## src/rtl/avm_bridge_pkg.sv

```systemverilog
// -----------------------------------------------------------------------------
// avm_bridge_pkg
// Shared types and default parameters for the Avalon-MM pipeline bridge.
//   avm_cmd_t : one buffered command (write strobe, byte address, write data)
//               at the default bus widths. The bridge top re-declares the same
//               layout at its own widths and hands it to the skid buffer.
// -----------------------------------------------------------------------------
package avm_bridge_pkg;

    localparam int DEFAULT_ADDR_W      = 32;
    localparam int DEFAULT_DATA_W      = 32;
    localparam int DEFAULT_MAX_PENDING = 4;

    typedef struct packed {
        logic                      is_write;
        logic [DEFAULT_ADDR_W-1:0] address;
        logic [DEFAULT_DATA_W-1:0] writedata;
    } avm_cmd_t;

endpackage

```

## src/rtl/avm_skid_buffer.sv

```systemverilog
// -----------------------------------------------------------------------------
// avm_skid_buffer
// Two-entry FIFO with a registered ready. The main entry feeds the output; the
// skid entry catches the command accepted while the main entry was stalled.
// in_ready is computed from the next occupancy, so a full buffer that pops
// keeps in_ready low for that cycle and raises it the cycle after.
// Ports:
//   clk, rst            clock, synchronous active-high reset
//   in_valid/in_data    upstream command, taken when in_valid && in_ready
//   in_ready            registered: low only when both entries are occupied
//   out_valid/out_data  main entry
//   out_ready           consumer takes the main entry this cycle
// -----------------------------------------------------------------------------
module avm_skid_buffer
    import avm_bridge_pkg::*;
#(
    parameter type cmd_t = avm_cmd_t
) (
    input  logic clk,
    input  logic rst,
    input  logic in_valid,
    input  cmd_t in_data,
    output logic in_ready,
    output logic out_valid,
    output cmd_t out_data,
    input  logic out_ready
);

    cmd_t main_q, main_d;
    cmd_t skid_q, skid_d;
    logic main_vld_q, main_vld_d;
    logic skid_vld_q, skid_vld_d;
    logic in_ready_q, in_ready_d;
    logic push, pop;

    always_comb begin
        push       = in_valid && in_ready_q;
        pop        = main_vld_q && out_ready;
        main_d     = main_q;
        skid_d     = skid_q;
        main_vld_d = main_vld_q;
        skid_vld_d = skid_vld_q;

        if (pop) begin
            if (skid_vld_q) begin
                main_d     = skid_q;
                main_vld_d = 1'b1;
                skid_vld_d = 1'b0;
            end else begin
                main_vld_d = 1'b0;
            end
        end

        // Push lands behind whatever remains after the pop, keeping FIFO order.
        if (push) begin
            if (!main_vld_d) begin
                main_d     = in_data;
                main_vld_d = 1'b1;
            end else begin
                skid_d     = in_data;
                skid_vld_d = 1'b1;
            end
        end

        in_ready_d = !(main_vld_d && skid_vld_d);
    end

    always_ff @(posedge clk) begin
        if (rst) begin
            main_q     <= '0;
            skid_q     <= '0;
            main_vld_q <= 1'b0;
            skid_vld_q <= 1'b0;
            in_ready_q <= 1'b0;
        end else begin
            main_q     <= main_d;
            skid_q     <= skid_d;
            main_vld_q <= main_vld_d;
            skid_vld_q <= skid_vld_d;
            in_ready_q <= in_ready_d;
        end
    end

    assign in_ready  = in_ready_q;
    assign out_valid = main_vld_q;
    assign out_data  = main_q;

endmodule

```

## src/rtl/avm_pipeline_bridge.sv

```systemverilog
// -----------------------------------------------------------------------------
// avm_pipeline_bridge
// Avalon-MM pipeline bridge between the wordcopy master and the SDRAM slave.
// Commands pass through a 2-entry skid buffer (registered waitrequest on both
// sides), reads outstanding at SDRAM are capped at MAX_PENDING (1..15), and
// read responses are re-registered. Traffic is never reordered.
// Ports:
//   clk, rst                         clock, synchronous active-high reset
//   s_*                              upstream slave port (from copy engine)
//   m_*                              downstream master port (to SDRAM)
//   pending                          reads issued to SDRAM and not yet returned
//   err_stale                        sticky: response with nothing pending, or
//                                    read and write requested together
// -----------------------------------------------------------------------------
module avm_pipeline_bridge
    import avm_bridge_pkg::*;
#(
    parameter int ADDR_W      = DEFAULT_ADDR_W,
    parameter int DATA_W      = DEFAULT_DATA_W,
    parameter int MAX_PENDING = DEFAULT_MAX_PENDING
) (
    input  logic              clk,
    input  logic              rst,
    output logic              s_waitrequest,
    input  logic [ADDR_W-1:0] s_address,
    input  logic              s_read,
    input  logic              s_write,
    input  logic [DATA_W-1:0] s_writedata,
    output logic [DATA_W-1:0] s_readdata,
    output logic              s_readdatavalid,
    input  logic              m_waitrequest,
    output logic [ADDR_W-1:0] m_address,
    output logic              m_read,
    output logic              m_write,
    output logic [DATA_W-1:0] m_writedata,
    input  logic [DATA_W-1:0] m_readdata,
    input  logic              m_readdatavalid,
    output logic [3:0]        pending,
    output logic              err_stale
);

    localparam logic [3:0] MAX_P = 4'(MAX_PENDING);

    typedef struct packed {
        logic              is_write;
        logic [ADDR_W-1:0] address;
        logic [DATA_W-1:0] writedata;
    } cmd_t;

    cmd_t in_cmd, out_cmd;
    logic in_valid, in_ready, out_valid, out_ready;
    logic issue, rd_pop, rsp_ok, accept;

    logic [3:0]        pending_q, pending_d;
    logic              err_q, err_d;
    logic              rdv_q, rdv_d;
    logic [DATA_W-1:0] rdata_q, rdata_d;

    avm_skid_buffer #(
        .cmd_t (cmd_t)
    ) u_skid (
        .clk       (clk),
        .rst       (rst),
        .in_valid  (in_valid),
        .in_data   (in_cmd),
        .in_ready  (in_ready),
        .out_valid (out_valid),
        .out_data  (out_cmd),
        .out_ready (out_ready)
    );

    always_comb begin
        // Read+write together is taken as a write (and flagged below).
        in_valid           = s_read || s_write;
        in_cmd.is_write    = s_write;
        in_cmd.address     = s_address;
        in_cmd.writedata   = s_writedata;
        accept             = in_valid && in_ready;

        // A gated read at the head blocks everything behind it, writes too.
        issue     = out_valid && (out_cmd.is_write || (pending_q < MAX_P));
        out_ready = issue && !m_waitrequest;
        rd_pop    = out_ready && !out_cmd.is_write;
        rsp_ok    = m_readdatavalid && (pending_q != 4'd0);

        pending_d = pending_q;
        if (rd_pop && !rsp_ok) begin
            pending_d = pending_q + 4'd1;
        end else if (!rd_pop && rsp_ok) begin
            pending_d = pending_q - 4'd1;
        end

        err_d = err_q
              || (m_readdatavalid && (pending_q == 4'd0))
              || (accept && s_read && s_write);

        rdv_d   = rsp_ok;
        rdata_d = rsp_ok ? m_readdata : rdata_q;
    end

    always_ff @(posedge clk) begin
        if (rst) begin
            pending_q <= '0;
            err_q     <= 1'b0;
            rdv_q     <= 1'b0;
            rdata_q   <= '0;
        end else begin
            pending_q <= pending_d;
            err_q     <= err_d;
            rdv_q     <= rdv_d;
            rdata_q   <= rdata_d;
        end
    end

    assign s_waitrequest   = !in_ready;
    assign s_readdata      = rdata_q;
    assign s_readdatavalid = rdv_q;
    assign m_address       = out_cmd.address;
    assign m_writedata     = out_cmd.writedata;
    assign m_read          = issue && !out_cmd.is_write;
    assign m_write         = issue && out_cmd.is_write;
    assign pending         = pending_q;
    assign err_stale       = err_q;

endmodule

```

## config.mk

```make
export PLATFORM = sky130hd
export DESIGN_NAME = avm_pipeline_bridge
export DESIGN_NICKNAME = d
export VERILOG_FILES = /design/src/rtl/avm_bridge_pkg.sv /design/src/rtl/avm_skid_buffer.sv /design/src/rtl/avm_pipeline_bridge.sv
export SDC_FILE = /design/constraint.sdc
export NUM_CORES = 1
export LEC_CHECK = 0
export CAP_MARGIN = 30
export CORE_MARGIN = 4
export CORE_UTILIZATION = 30
export CTS_CLUSTER_SIZE = 14
export DETAILED_ROUTE_END_ITERATION = 8
export SKIP_LAST_GASP = 1
export SLEW_MARGIN = 10
export SYNTH_ARGS = -nofsm -noshare
export SYNTH_HDL_FRONTEND = slang
export SYNTH_HIERARCHICAL = 1
export SYNTH_SLANG_ARGS = --single-unit
export TNS_END_PERCENT = 30
```

## constraint.sdc

```tcl
create_clock -name clk -period 2.6 [get_ports clk]
set_input_delay 0.65 -clock clk [delete_from_list [all_inputs] [get_ports clk]]
set_output_delay 0.65 -clock clk [all_outputs]
set_load 0.1 [all_outputs]
```

==> flow_summary_export.csv <==
group,metric,value,unit
placement,routabilityCongestion,0.767,
critical_path,cp.required,2.91,ns
drt,wl_per_cell,17.8,µm
drt,drt_wl_total,24600,µm
critical_path,reg2reg_depth,9,
yosys,synth_warnings,6,
cells_and_area,area_delta_synth_final,36.5,%
placement,dp.cells,1347,
yosys,synthesis.nets,994,
floorplanning,rows,58,
floorplanning,io_pins,207,
sta,finalClockSkew,0.0102,ns
drt,drtAntennaViolNets,0,
drt,dr.first_iter.drc_count,545,
global_routing,grt_usage,16.8,%
floorplanning,core-area,25200,µm²
sta,fin_crit_sh,89.0,%
sta,rsz0062_at_grt,"false",
sta,slew_headroom,38.6,%
critical_path,cp-endpoint,"pending[3]",
yosys,ys_ff_latch,171,
cells_and_area,num_antenna_cells,0,
sta,slew_viol_final,0,
yosys,synth.avg_cell_area,8.64,µm²
critical_path,regToRegEndpoint,"pending[3]",
sta,setup_tns,0,ns
power_and_ir_drop,total_power,0.00951,W
placement,io_buffers,206,
power_and_ir_drop,leakage,3.58,nW
critical_path,timing.critical_path.from,"m_readdatavalid",
cts,cts.clk_slew.worst_paths,0.07,ns
cts,postCtsSetupRepairBufs,0,
yosys,seq_area_frac_synth,44.6,%
global_routing,grt_max_degree,87,
global_routing,grt_pass1_vias,7039,
cts,insertion_delay,0.42,ns
cts,ctsHtreeMaxLevel,4,
drt,drc,0,
sta,finalSetupViolCount,0,
run_status,outcome,"complete, no violations",
power_and_ir_drop,p_per_area,908,nW/µm²
power_and_ir_drop,peakVddDrop,0.566,mV
placement,dpl.hpwl,15000,µm
drt,dr.pass1.iters,5,
floorplanning,die-area,28200,µm²
critical_path,end_kind,"flop",
global_routing,grt_first_pass_wirelength,39300,µm
cts,cts_buffer_depth,2,
placement,placed_area,9900,µm²
sta,hold_viol_final,0,
drt,viasPerCell,5.32,
cells_and_area,final_nets,1142,
cells_and_area,instances_no_fill,1379,
drt,detailroute.via_count,7333,
cts,ctsHoldBuffers,0,
critical_path,criticalPathCategory,"in -> reg",
cells_and_area,fin_area,10500,µm²
cells_and_area,layout-drive-gt1-share,24.1,%
yosys,netlist_instances,888,
cts,cts_buffers,17,
cells_and_area,fin_util,41.6,%
yosys,synth_area_leaders,"dfxtp_1 (45%), nand2_1 (8.3%), a311oi_1 (7.4%)",
critical_path,r2r_setup_slack,0.34,ns
critical_path,critPathMaxFanout,3,
yosys,synth_area,7680,µm²
sta,tightest_slew,0.921,ns
run,cap_violations,0,
cts,cts_sinks,171,
critical_path,startpoint_type,"primary input",
floorplanning,initial_core_util,30.5,%
critical_path,reg2reg_from,"u_skid/out_data[64]",
min_path,hold_path_class,"reg -> reg",
sta,fmax,432,MHz
cts,cts_tree,"built",
critical_path,critPathArrivalTime,2.62,ns
yosys,synth_top_area_share,44.6,%
floorplanning,die_h,168,µm
cts,root_buffer,"clkbuf_16",
yosys,synth.largest_area_cell,"dfxtp_1",
sta,period_minus_slack,2.31,ns
floorplanning,die_w,168,µm
cts,ctsResizeCount,0,
global_routing,overflow,0,
yosys,synthDistinctLibCells,38,
global_routing,antenna_found_initial,1,
metal layers:
layer | track usage, % | routed length, µm
met1 | 22.7 | 11200
met2 | 27.9 | 12000
met3 | 3.69 | 1230
met4 | 3.32 | 179
met5 | 0 | 13
sequential cells by signal, indices dropped and copies added, names as in the netlist, 4 cells and up:
| register | flops |
|---|---|
| pending | 4 |
| s_readdata | 32 |
| u_skid/out_data | 65 |
| u_skid/skid_q | 65 |
area by class of cell:
type,count,area (µm²)
fill,2512,14700
clock inverter,15,150
tap,330,413
inverter,4,20.0
clock buffer,17,425
multi-input combinational,599,3740
sequential,171,3430
timing repair buffer,243,2290
cells by family after synthesis:
kind of cell / share of synthesized area, %
AND/OR/NAND/NOR: 17.8
XOR/XNOR: 0.228
AO/OA/AOI/OAI: 28.5
buffers and inverters: 7.73
adder cells (fa/ha/maj): 0.880
multiplexers: 0.277
flip-flops: 44.6
worst min-delay path by stage:
| stage | startpoint | endpoint | slack [ns] | depth (start not counted) |
|---|---|---|---|---|
| after floorplan | u_skid/skid_q[0] | u_skid/skid_q[0] | 0.45 | 2 |
| after global placement | s_readdata[30] | s_readdata[30] | 0.44 | 2 |
| after detailed placement | s_readdata[31] | s_readdata[31] | 0.45 | 2 |
| after CTS | s_readdata[31] | s_readdata[31] | 0.46 | 2 |
| after global routing | s_readdata[3] | s_readdata[3] | 0.48 | 2 |
| final | s_readdata[31] | s_readdata[31] | 0.45 | 2 |
metrics by stage:
stage | hold WS [ns] | setup WS [ns]
finish | 0.455 | 0.286
global placement | 0.443 | -0.117
detailed placement | 0.451 | -0.143
global route | 0.475 | 0.168
floorplan | 0.449 | -0.548
CTS | 0.461 | 0.302
cell usage after synthesis, drive strengths merged:
| library cell | count |
|---|---|
| a31oi | 2 |
| o31ai | 65 |
| a211oi | 66 |
| and2b | 1 |
| xor2 | 1 |
| clkinv | 1 |
| mux2i | 1 |
| a32oi | 1 |
| inv | 3 |
| or2 | 1 |
| nor4b | 1 |
| buf | 64 |
| ha | 3 |
| a21oi | 101 |
| nand4 | 65 |
| nor4 | 1 |
| mux2 | 1 |
| nand2 | 197 |
| maj3 | 1 |
| and2 | 2 |
| dfxtp | 171 |
| nor2b | 4 |
| xnor2 | 1 |
| nor2 | 12 |
| a311oi | 65 |
| clkbuf | 50 |
| nor3b | 1 |
| nand3 | 2 |
| nand2b | 1 |
| fa | 1 |
| o21ai | 1 |
| and3 | 1 |
cell usage in the layout, fill, tap and decap left out, types with 3 or more instances in the layout:
cell type and count:
clkinv_4 3, buf_4 125, nand4_1 65, inv_6 4
inv_8 4, clkbuf_16 17, nor2b_1 3, a211oi_1 66
a21oi_1 72, nand2_1 168, a21oi_2 29, buf_12 17
clkdlybuf4s50_1 100, dfxtp_4 3, nor2_1 12, dfxtp_1 168
a311oi_1 65, o31ai_1 65, nand2_2 28
critical path, stage by stage:
cell and delay [ns]:
clkdlybuf4s50_1 0.48, nor2b_2 0.22, clkinv_4 0.06, ha_2 0.18, inv_2 0.09, ha_4 0.22
a21oi_2 0.14, a211oi_1 0.08, a31oi_1 0.16, mux2_2 0.34
where the power goes:
part | switching [W] | internal, W | leakage [nW]
Sequential | 0.000209 | 0.00293 | 1.40
Clock | 0.00123 | 0.00128 | 0.278
Combinational | 0.00292 | 0.000939 | 1.90
Total | 0.00436 | 0.00515 | 3.58
Power figures use the tool's default switching activity.
